$ cat src/rtl/rb_pkg.sv
// Shared definitions for the result read-back path: FSM encoding and the default
// geometry constants the write-back stage also uses.
package rb_pkg;
  localparam int RB_ADDR_W  = 8;
  localparam int RB_DATA_W  = 32;
  localparam int RB_RES_W   = 17;
  localparam int RB_BURST   = 4;
  localparam int RB_RAM_LAT = 1;

  typedef enum logic [1:0] {
    RB_IDLE  = 2'd0,
    RB_READ  = 2'd1,
    RB_DRAIN = 2'd2,
    RB_DONE  = 2'd3
  } rb_state_t;
endpackage

$ cat src/rtl/rb_fifo.sv
// Small synchronous FIFO with first-word fall-through: dout always shows the head entry.
// A push into a full FIFO is only legal together with a pop in the same cycle.
module rb_fifo #(
  parameter int WIDTH = 17,
  parameter int DEPTH = 4,
  localparam int CW = $clog2(DEPTH + 1)
) (
  input  logic             clk,
  input  logic             rst,
  input  logic             push,
  input  logic             pop,
  input  logic [WIDTH-1:0] din,
  output logic [WIDTH-1:0] dout,
  output logic [CW-1:0]    count,
  output logic             empty,
  output logic             full
);
  localparam int PW = (DEPTH > 1) ? $clog2(DEPTH) : 1;

  logic [WIDTH-1:0] mem [DEPTH];
  logic [PW-1:0]    rd_ptr;
  logic [PW-1:0]    wr_ptr;
  logic             do_push;
  logic             do_pop;

  function automatic logic [PW-1:0] ptr_inc(input logic [PW-1:0] p);
    return (p == PW'(DEPTH - 1)) ? '0 : p + PW'(1);
  endfunction

  assign empty   = (count == '0);
  assign full    = (count == CW'(DEPTH));
  assign do_pop  = pop & ~empty;
  assign do_push = push & (~full | do_pop);
  assign dout    = mem[rd_ptr];

  always_ff @(posedge clk or negedge rst) begin
    if (!rst) begin
      rd_ptr <= '0;
      wr_ptr <= '0;
      count  <= '0;
    end else begin
      if (do_push) wr_ptr <= ptr_inc(wr_ptr);
      if (do_pop)  rd_ptr <= ptr_inc(rd_ptr);
      if (do_push && !do_pop)      count <= count + CW'(1);
      else if (!do_push && do_pop) count <= count - CW'(1);
    end
  end

  always_ff @(posedge clk) begin
    if (do_push) mem[wr_ptr] <= din;
  end

  overflow_chk: assert property (@(posedge clk) disable iff (!rst) !(push && full && !pop));
endmodule

$ cat src/rtl/rb_reader.sv
// Burst read-back engine: issues BURST consecutive RAM reads under a credit limit, absorbs
// the fixed read latency into a FIFO and streams results out on valid/ready.
module rb_reader
  import rb_pkg::*;
#(
  parameter int ADDR_W  = RB_ADDR_W,
  parameter int DATA_W  = RB_DATA_W,
  parameter int RES_W   = RB_RES_W,
  parameter int BURST   = RB_BURST,
  parameter int RAM_LAT = RB_RAM_LAT
) (
  input  logic              clk,
  input  logic              rst,
  input  logic              start,
  input  logic [ADDR_W-1:0] start_addr,
  output logic              ram_en,
  output logic [ADDR_W-1:0] ram_addr,
  input  logic [DATA_W-1:0] ram_rdata,
  output logic [RES_W-1:0]  out_data,
  output logic              out_valid,
  input  logic              out_ready,
  output logic              busy,
  output logic              done,
  output logic [1:0]        fsm_state
);
  localparam int CW = $clog2(BURST + 1);
  localparam int SW = CW + 2;

  rb_state_t         state;
  rb_state_t         state_nxt;
  logic [ADDR_W-1:0] base;
  logic [CW-1:0]     issue_cnt;
  logic [CW-1:0]     recv_cnt;
  logic [CW-1:0]     fifo_count;
  logic [RAM_LAT-1:0] pipe;
  logic [SW-1:0]     inflight;
  logic [SW-1:0]     credit_sum;
  logic [RES_W-1:0]  fifo_dout;
  logic              tail;
  logic              fifo_empty;
  logic              fifo_full_unused;
  logic              pop;

  generate
    if (DATA_W > RES_W) begin : g_unused_hi
      logic unused_rdata_hi;
      assign unused_rdata_hi = ^ram_rdata[DATA_W-1:RES_W];
    end
  endgenerate

  // Reads already in the RAM pipeline count against FIFO space, so a stalled consumer
  // can never cause an overflow.
  always_comb begin
    inflight = '0;
    for (int i = 0; i < RAM_LAT; i++) inflight = inflight + SW'(pipe[i]);
  end

  assign tail       = pipe[RAM_LAT-1];
  assign credit_sum = SW'(fifo_count) + inflight;
  assign ram_en     = (state == RB_READ) && (issue_cnt != CW'(BURST)) &&
                      (credit_sum < SW'(BURST));
  assign ram_addr   = ram_en ? base + ADDR_W'(issue_cnt) : '0;

  assign out_valid  = ~fifo_empty;
  assign out_data   = out_valid ? fifo_dout : '0;
  assign pop        = out_valid & out_ready;
  assign busy       = (state == RB_READ) || (state == RB_DRAIN);
  assign done       = (state == RB_DONE);
  assign fsm_state  = state;

  always_comb begin
    state_nxt = state;
    case (state)
      RB_IDLE:  if (start) state_nxt = RB_READ;
      RB_READ:  if (issue_cnt == CW'(BURST)) state_nxt = RB_DRAIN;
      RB_DRAIN: if (recv_cnt == CW'(BURST) && fifo_empty) state_nxt = RB_DONE;
      RB_DONE:  state_nxt = RB_IDLE;
      default:  state_nxt = RB_IDLE;
    endcase
  end

  always_ff @(posedge clk or negedge rst) begin
    if (!rst) begin
      state     <= RB_IDLE;
      base      <= '0;
      issue_cnt <= '0;
      recv_cnt  <= '0;
      pipe      <= '0;
    end else begin
      state <= state_nxt;
      pipe  <= (pipe << 1) | RAM_LAT'(ram_en);
      if (state == RB_IDLE && start) begin
        base      <= start_addr;
        issue_cnt <= '0;
        recv_cnt  <= '0;
      end else begin
        if (ram_en) issue_cnt <= issue_cnt + CW'(1);
        if (tail)   recv_cnt  <= recv_cnt + CW'(1);
      end
    end
  end

  rb_fifo #(
    .WIDTH(RES_W),
    .DEPTH(BURST)
  ) u_fifo (
    .clk  (clk),
    .rst  (rst),
    .push (tail),
    .pop  (pop),
    .din  (ram_rdata[RES_W-1:0]),
    .dout (fifo_dout),
    .count(fifo_count),
    .empty(fifo_empty),
    .full (fifo_full_unused)
  );
endmodule

$ cat config.mk
export PLATFORM = sky130hd
export DESIGN_NAME = rb_reader
export DESIGN_NICKNAME = d
export VERILOG_FILES = /design/src/rtl/rb_pkg.sv /design/src/rtl/rb_fifo.sv /design/src/rtl/rb_reader.sv
export SDC_FILE = /design/constraint.sdc
export NUM_CORES = 1
export LEC_CHECK = 0
export BUFFER_PORTS_ARGS = -buffer_cell sky130_fd_sc_hd__buf_4
export CELL_PAD_IN_SITES_DETAIL_PLACEMENT = 1
export CELL_PAD_IN_SITES_GLOBAL_PLACEMENT = 1
export CORE_MARGIN = 2
export CORE_UTILIZATION = 40
export CTS_BUF_LIST = sky130_fd_sc_hd__clkbuf_8
export DETAILED_ROUTE_END_ITERATION = 10
export HOLD_SLACK_MARGIN = 0.06
export PLACE_DENSITY_LB_ADDON = 0.1
export SETUP_SLACK_MARGIN = 0.4
export SLEW_MARGIN = 20
export SYNTH_ARGS = -nofsm -noshare
export SYNTH_HDL_FRONTEND = slang
export SYNTH_SLANG_ARGS = --single-unit
$ cat constraint.sdc
create_clock -name clk -period 2 [get_ports clk]
set_clock_uncertainty 0.05 [all_clocks]
set_input_delay 0.3 -clock clk [delete_from_list [all_inputs] [get_ports clk]]
set_output_delay 0.3 -clock clk [all_outputs]
set_load 0.01 [all_outputs]
==> After elaboration in Yosys (flattened, before gate mapping) <==
Memories as Yosys holds them, arrays and structs flattened.
Cells that the tools add are included.
{ "op_classes": {"addsub": 8, "magnitude_cmp": 1, "eq_ne": 12, "n_mux": 16, "n_bitwise": 6, "reduce_logical": 15} }
{ "ops": {"columns": ["cell", "count"], "rows": [
  ["two-way mux 3 bit", 6],
  ["two-way mux 17 bit", 1],
  ["two-way mux 2 bit", 5],
  ["adder 3 x 1 -> 3 bit (second input constant)", 3],
  ["equality test 3 bit (second input constant)", 3],
  ["adder 8 x 3 -> 8 bit", 1],
  ["equality test 2 bit (second input constant)", 4],
  ["two-way mux 8 bit", 1],
  ["one-hot mux 2 bit (4 select lines)", 1],
  ["logical AND 1 bit", 6],
  ["nonzero test 2 bit", 3],
  ["adder 2 x 1 -> 2 bit (second input constant)", 2],
  ["adder 3 x 1 -> 4 bit", 1],
  ["< comparator 4 x 3 -> 1 bit (second input constant)", 1],
  ["!= test 2 x 1 -> 1 bit (second input constant)", 2],
  ["bitwise AND 1 bit", 3],
  ["logical NOT 3 bit", 1],
  ["!= test 3 bit (second input constant)", 1],
  ["AND reduction 3 bit", 1],
  ["subtractor 3 x 1 -> 3 bit (second input constant)", 1],
  ["equality test 2 x 1 -> 1 bit (second input constant)", 1],
  ["logical NOT 1 bit", 2],
  ["logical NOT 2 bit", 1],
  ["two-way mux 1 bit", 2],
  ["other kinds (4)", 5]
]} }
{ "word_totals": {"reg_bits": 24, "ramBits": 68, "output_inout_bits": 31, "wordCells": 67, "memories": 1} }
{ "mem_list": {"columns": ["name", "depth", "word_bits", "read_ports", "rd_clocked_by_memory_dff", "write_ports", "line", "source"], "rows": [
  ["u_fifo.mem", 4, 17, 1, 0, 1, "rb_fifo.sv:20", "logic [WIDTH-1:0] mem [DEPTH];"]
]} }

==> Depth between registers and ports, before layout <==
{ "depth": {"ltp_word": 10, "mapped_depth": 9, "depth_no_buf": 9} }

==> Cells and area by module <==
From an unflattened synthesis, not the netlist that was laid out.
{ "unflattened": {"cells_unflattened": 265, "hier_area_um2": 4142.7} }
{ "by_module_without_submodules": {"columns": ["module", "n_inst", "cells_per_inst", "area_per_inst_um2"], "rows": [
  ["rb_fifo", 1, 126, 2935.3],
  ["rb_reader", 1, 139, 1207.4]
]} }

==> Least setup slack after synthesis <==
Ideal clock, no wire load.
{ "synth_timing": {"path_type": "reg-to-reg", "startpoint": "reg u_fifo.count[1]", "endpoint": "reg u_fifo.count[1]", "setup_ns": 0.125, "t_arrival_ns": 1.825, "required_ns": 1.825, "path_slack_ns": 0.000, "path_stages_with_launch": 6, "period_less_slack_ns": 2.000, "cell_sequence": "dfrtp_1 o41a_1 ha_1 inv_1 fa_1 mux2_2"} }
{ "synth_between": {"elab_chain_len": 9} }
{ "synth_lines": {"columns": ["element", "line", "source"], "rows": [
  ["start, declared", "rb_fifo.sv:14", "output logic [CW-1:0] count,"],
  ["start signal, assigned", "rb_fifo.sv:44", "if (do_push && !do_pop) count <= count + CW'(1);"],
  ["start signal, assigned", "rb_fifo.sv:45", "else if (!do_push && do_pop) count <= count - CW'(1);"],
  ["logical NOT 3 bit", "rb_fifo.sv:30", "assign empty = (count == '0);"],
  ["inverter 1 bit", "rb_fifo.sv:32, rb_reader.sv:64", null],
  ["bitwise AND 1 bit", "rb_reader.sv:66", "assign pop = out_valid & out_ready;"],
  ["bitwise AND 1 bit", "rb_fifo.sv:32", "assign do_pop = pop & ~empty;"],
  ["bitwise OR 1 bit *", "rb_fifo.sv:33", "assign do_push = push & (~full | do_pop);"],
  ["bitwise AND 1 bit *", "rb_fifo.sv:33", null],
  ["via u_fifo.do_push", "rb_fifo.sv:23", "logic do_push;"],
  ["logical NOT 1 bit", "rb_fifo.sv:45", null],
  ["logical AND 1 bit", "rb_fifo.sv:45", null],
  ["nonzero test 2 bit (no line)", null, null]
]} }
The timed path passes the listed nets; every way through them passes the cells marked *. The select of a mux whose other input is x is not followed.
A chain may end at the register's enable or synchronous reset.

==> Final worst setup path <==
{ "layout_timing": {"startpoint": "reg issue_cnt[0]", "endpoint": "out ram_addr[4]"} }
{ "layout_between": {"elab_chain_len": 4} }
{ "layout_lines": {"columns": ["element", "line", "source"], "rows": [
  ["start, declared", "rb_reader.sv:32", "logic [CW-1:0] issue_cnt;"],
  ["start signal, assigned", "rb_reader.sv:97", "if (ram_en) issue_cnt <= issue_cnt + CW'(1);"],
  ["parallel branches: the longest is 3 deep, another holds adder 8 x 3 -> 8 bit", null, null],
  ["two-way mux 8 bit *", "rb_reader.sv:62", "assign ram_addr = ram_en ? base + ADDR_W'(issue_cnt) : '0;"],
  ["end, declared", "rb_reader.sv:17", "output logic [ADDR_W-1:0] ram_addr,"]
]} }
Every way passes the cells marked *.

==> flow_summary_export.csv <==
group,metric,value,unit
timing,fin_crit_sh,1.15,
yosys,synth_cell_types,33,
global_routing,grt_use_total,0.160,
timing,worst_pin_slew,0.326,ns
global_routing,grt_max_degree,25,
finish,drive_gt1_frac,0.620,
drt,drt_pre_antenna_iters,4,
clock_network,cts_tree,"done",
finish,final_cell_mix,"edfxtp_1 (68), buf_4 (48), buf_6 (46)",
outcome,outcome,"finished, violations left",
global_routing,antenna_found_initial,0,
floorplan,start_util,0.413,
drt,num_vias,2456,
floorplan,die-area,0.0109,mm²
yosys,synthAdderAreaFrac,0.0657,
outcome,violations,"setup timing",
min_path,hp-start,"ram_rdata[12]",
yosys,synthXorXnorAreaFrac,0.0217,
finish,post-route-util,0.605,
yosys,yosys_warnings,0,
placed_design,place.gp.congestion,0.716,
global_routing,grt_overflow_total,0,
yosys,synth_seq_cells,92,
timing,rsz0062_at_grt,"true",
yosys,syn_avg_cell_area,16.5,µm²
yosys,ys_seq_area_frac,0.655,
power_and_ir_drop,powerDensity,1500,mW/mm²
yosys,synth_cells,245,
finish,nNetsFinal,425,
finish,fin_cells,499,
global_routing,met2_usage,0.283,
global_routing,grtUsageMet3,0.0238,
finish,antenna_cells,0,
clock_network,cts-root-buf,"clkbuf_8",
finish,final_cell_area,0.00592,mm²
timing,max_freq,436,MHz
floorplan,std_cell_rows,36,
drt,routed_wl,9160,µm
finish,layout_commonest_cell,"edfxtp_1",
yosys,syn-num-nets,309,
yosys,synth_top_family_by_area,"multiplexers",
clock_network,numCtsBuffers,9,
placed_design,place_inst,445,
power_and_ir_drop,power,8.88,mW
min_path,holdCritPathClass,"in2reg",
worst_setup_path,cp.required,1.65,ns
floorplan,die_w,104,µm
clock_network,clock_sinks,92,
floorplan,core_area,0.00977,mm²
clock_network,clk-insertion-delay-late,0.36,ns
worst_setup_path,startpoint,"issue_cnt[0]$_DFFE_PN0P_",
clock_network,htree_levels,3,
power_and_ir_drop,pwr-share-seq,0.310,
floorplan,io_pins,75,
drt,viasPerCell,4.92,
yosys,synthMuxAreaShare,0.126,
placed_design,io_buffers,59,
timing,relSlewSlack,0.782,
power_and_ir_drop,p_leak,2.32,nW
timing,drv_slew,0,
clock_network,clk_pin_slew,0.09,ns
worst_setup_path,rrSetupSlack,-0.06,ns
drt,drc,0,
job,maxCapViolCount,0,
finish,area_growth_syn_to_layout,46.6,%
worst_setup_path,cp_max_fo,3,
global_routing,grt_pass1_wl,13300,µm
clock_network,clockBufferDepth,2,
timing,fin_ws,-0.294,ns
floorplan,die_h,104,µm
placed_design,placed_area,0.00488,mm²
power_and_ir_drop,netSwitchingFraction,0.328,
worst_setup_path,cp-start-kind,"flop",
power_and_ir_drop,peakVddDrop,0.750,mV
timing,period_needed,2.29,ns
timing,hold_viol,0,
drt,wl_per_cell,18.4,µm
global_routing,grt_pass1_vias,2610,
drt,ant_nets,0,
worst_setup_path,crit_type,"reg2out",
global_routing,grt_use_met1,0.192,
worst_setup_path,r2r-start,"u_fifo.count[1]$_DFFE_PN0P_",
power_and_ir_drop,p_int,5.97,mW
power_and_ir_drop,clkPwrFrac,0.139,
power_and_ir_drop,combPwrFrac,0.551,
timing,fin_hold_ws,0.0883,ns
worst_setup_path,worst_ep_arrival_time,1.94,ns
power_and_ir_drop,power.switching,2.91,mW
worst_setup_path,endpoint_kind,"output port",
placed_design,dp_hpwl,5090,µm
drt,drt_iter0_drc,48,
yosys,synth_compound_gate_area_share,0.0301,
yosys,synth-simple-area-share,0.0707,
timing,setup_viol,27,
global_routing,grt.busiest_layer,"met2",
yosys,synth.cell_area,0.00404,mm²
## synthesized netlist by cell type (all sizes together)
library cell  instances  area [µm²]
fa                    2        40.0
nor2b                 1        6.26
o32a                  1        10.0
nor3                  3        15.0
a211oi                1        7.51
inv                  14        52.6
mux2i                 1        10.0
mux2                 10         113
a21bo                 1        10.0
mux4                 17         387
dfrtp                24         601
edfxtp               68        2040
nor4                  1        6.26
ha                   18         225
a21oi                 6        30.0
nand3b                1        11.3
and2                 24         153
xor2                  2        17.5
a21o                  1        7.51
clkinv                1        16.3
nand3                 2        10.0
nand2                 8        30.0
or3                   2        12.5
nor2                 11        41.3
xnor2                 8        70.1
o21ai                 7        35.0
a311o                 1        10.0
buf                   6        48.8
o41a                  1        11.3
clkbuf                2        7.51
## cells by family (layout without fill, tap and decap cells)
logic type	after synthesis	after routing
AO/OA/AOI/OAI	19	19
XOR/XNOR	10	10
adder cells (fa/ha/maj)	20	20
buffers and inverters	23	141
flip-flops	92	92
multiplexers	28	28
AND/OR/NAND/NOR	53	56
## critical path, cell delays in order, from the launching register on
cell and delay (ns):
dfrtp_1 0.41, ha_2 0.20, fa_2 0.38, a21oi_4 0.18
nor2b_2 0.07, xnor2_1 0.16, nor2_2 0.05, buf_4 0.14
## metal layers
layer / vias up / wire, µm
li1: 1133 / -
met1: 1262 / 3670
met2: 51 / 5070
met3: 10 / 271
met4: 0 / 145
met5: - / 0
## flip-flops by register name, summed over array words and instances (netlist names)
register       flops
u_fifo.count       3
fsm_state          2
u_fifo.mem        68
u_fifo.rd_ptr      2
pipe               1
u_fifo.wr_ptr      2
recv_cnt           3
base               8
issue_cnt          3
## path summary, 6_finish.rpt
path | end | depth (start not counted)
max | ram_addr[4] | 7
min in group asynchronous | base[7]$_DFFE_PN0P_ | 2
max in group asynchronous | pipe$_DFF_PN0_ | 2
max reg2reg | u_fifo.count[1]$_DFFE_PN0P_ | 5
min | u_fifo.mem[2][12]$_DFFE_PP_ | 1
min reg2reg | base[0]$_DFFE_PN0P_ | 1
## final cells by class
class / count / area, µm²
clock buffer: 9 / 124
clock inverter: 7 / 67.6
fill: 910 / 3860
inverter: 15 / 73.8
multi-input combinational: 133 / 1630
sequential: 92 / 2650
tap: 133 / 166
timing repair buffer: 110 / 1210
## power by group through the flow
stage          logic, mW  registers [mW]  clock network [mW]
6_report            4.90            2.76                1.23
5_1_grt             5.27            2.82                1.32
4_1_cts             4.28            2.75                1.25
3_5_place_dp        3.30            2.76                   0
3_3_place_gp        3.23            2.74                   0
2_1_floorplan       2.13            2.71                   0
## stage by stage
step	setup TNS, ns	setup slack, ns
3_3_place_gp	0	0.0123
2_1_floorplan	0	0.0122
5_1_grt	-6.40	-0.380
4_1_cts	-5.14	-0.324
6_report	-4.55	-0.294
3_5_place_dp	-0.0111	-0.0107
## timing repair
| item | in CTS | in global routing |
|---|---|---|
| resized for setup | 77 | 41 |
| pin swaps | 31 | 21 |
| hold endpoints to repair | 24 | 0 |
| gates cloned | 3 | 6 |
| setup buffers | 16 | 12 |
| hold buffers | 1 | 0 |
| endpoints found under the setup margin | 111 | 109 |
Power figures use the tool's default switching activity.
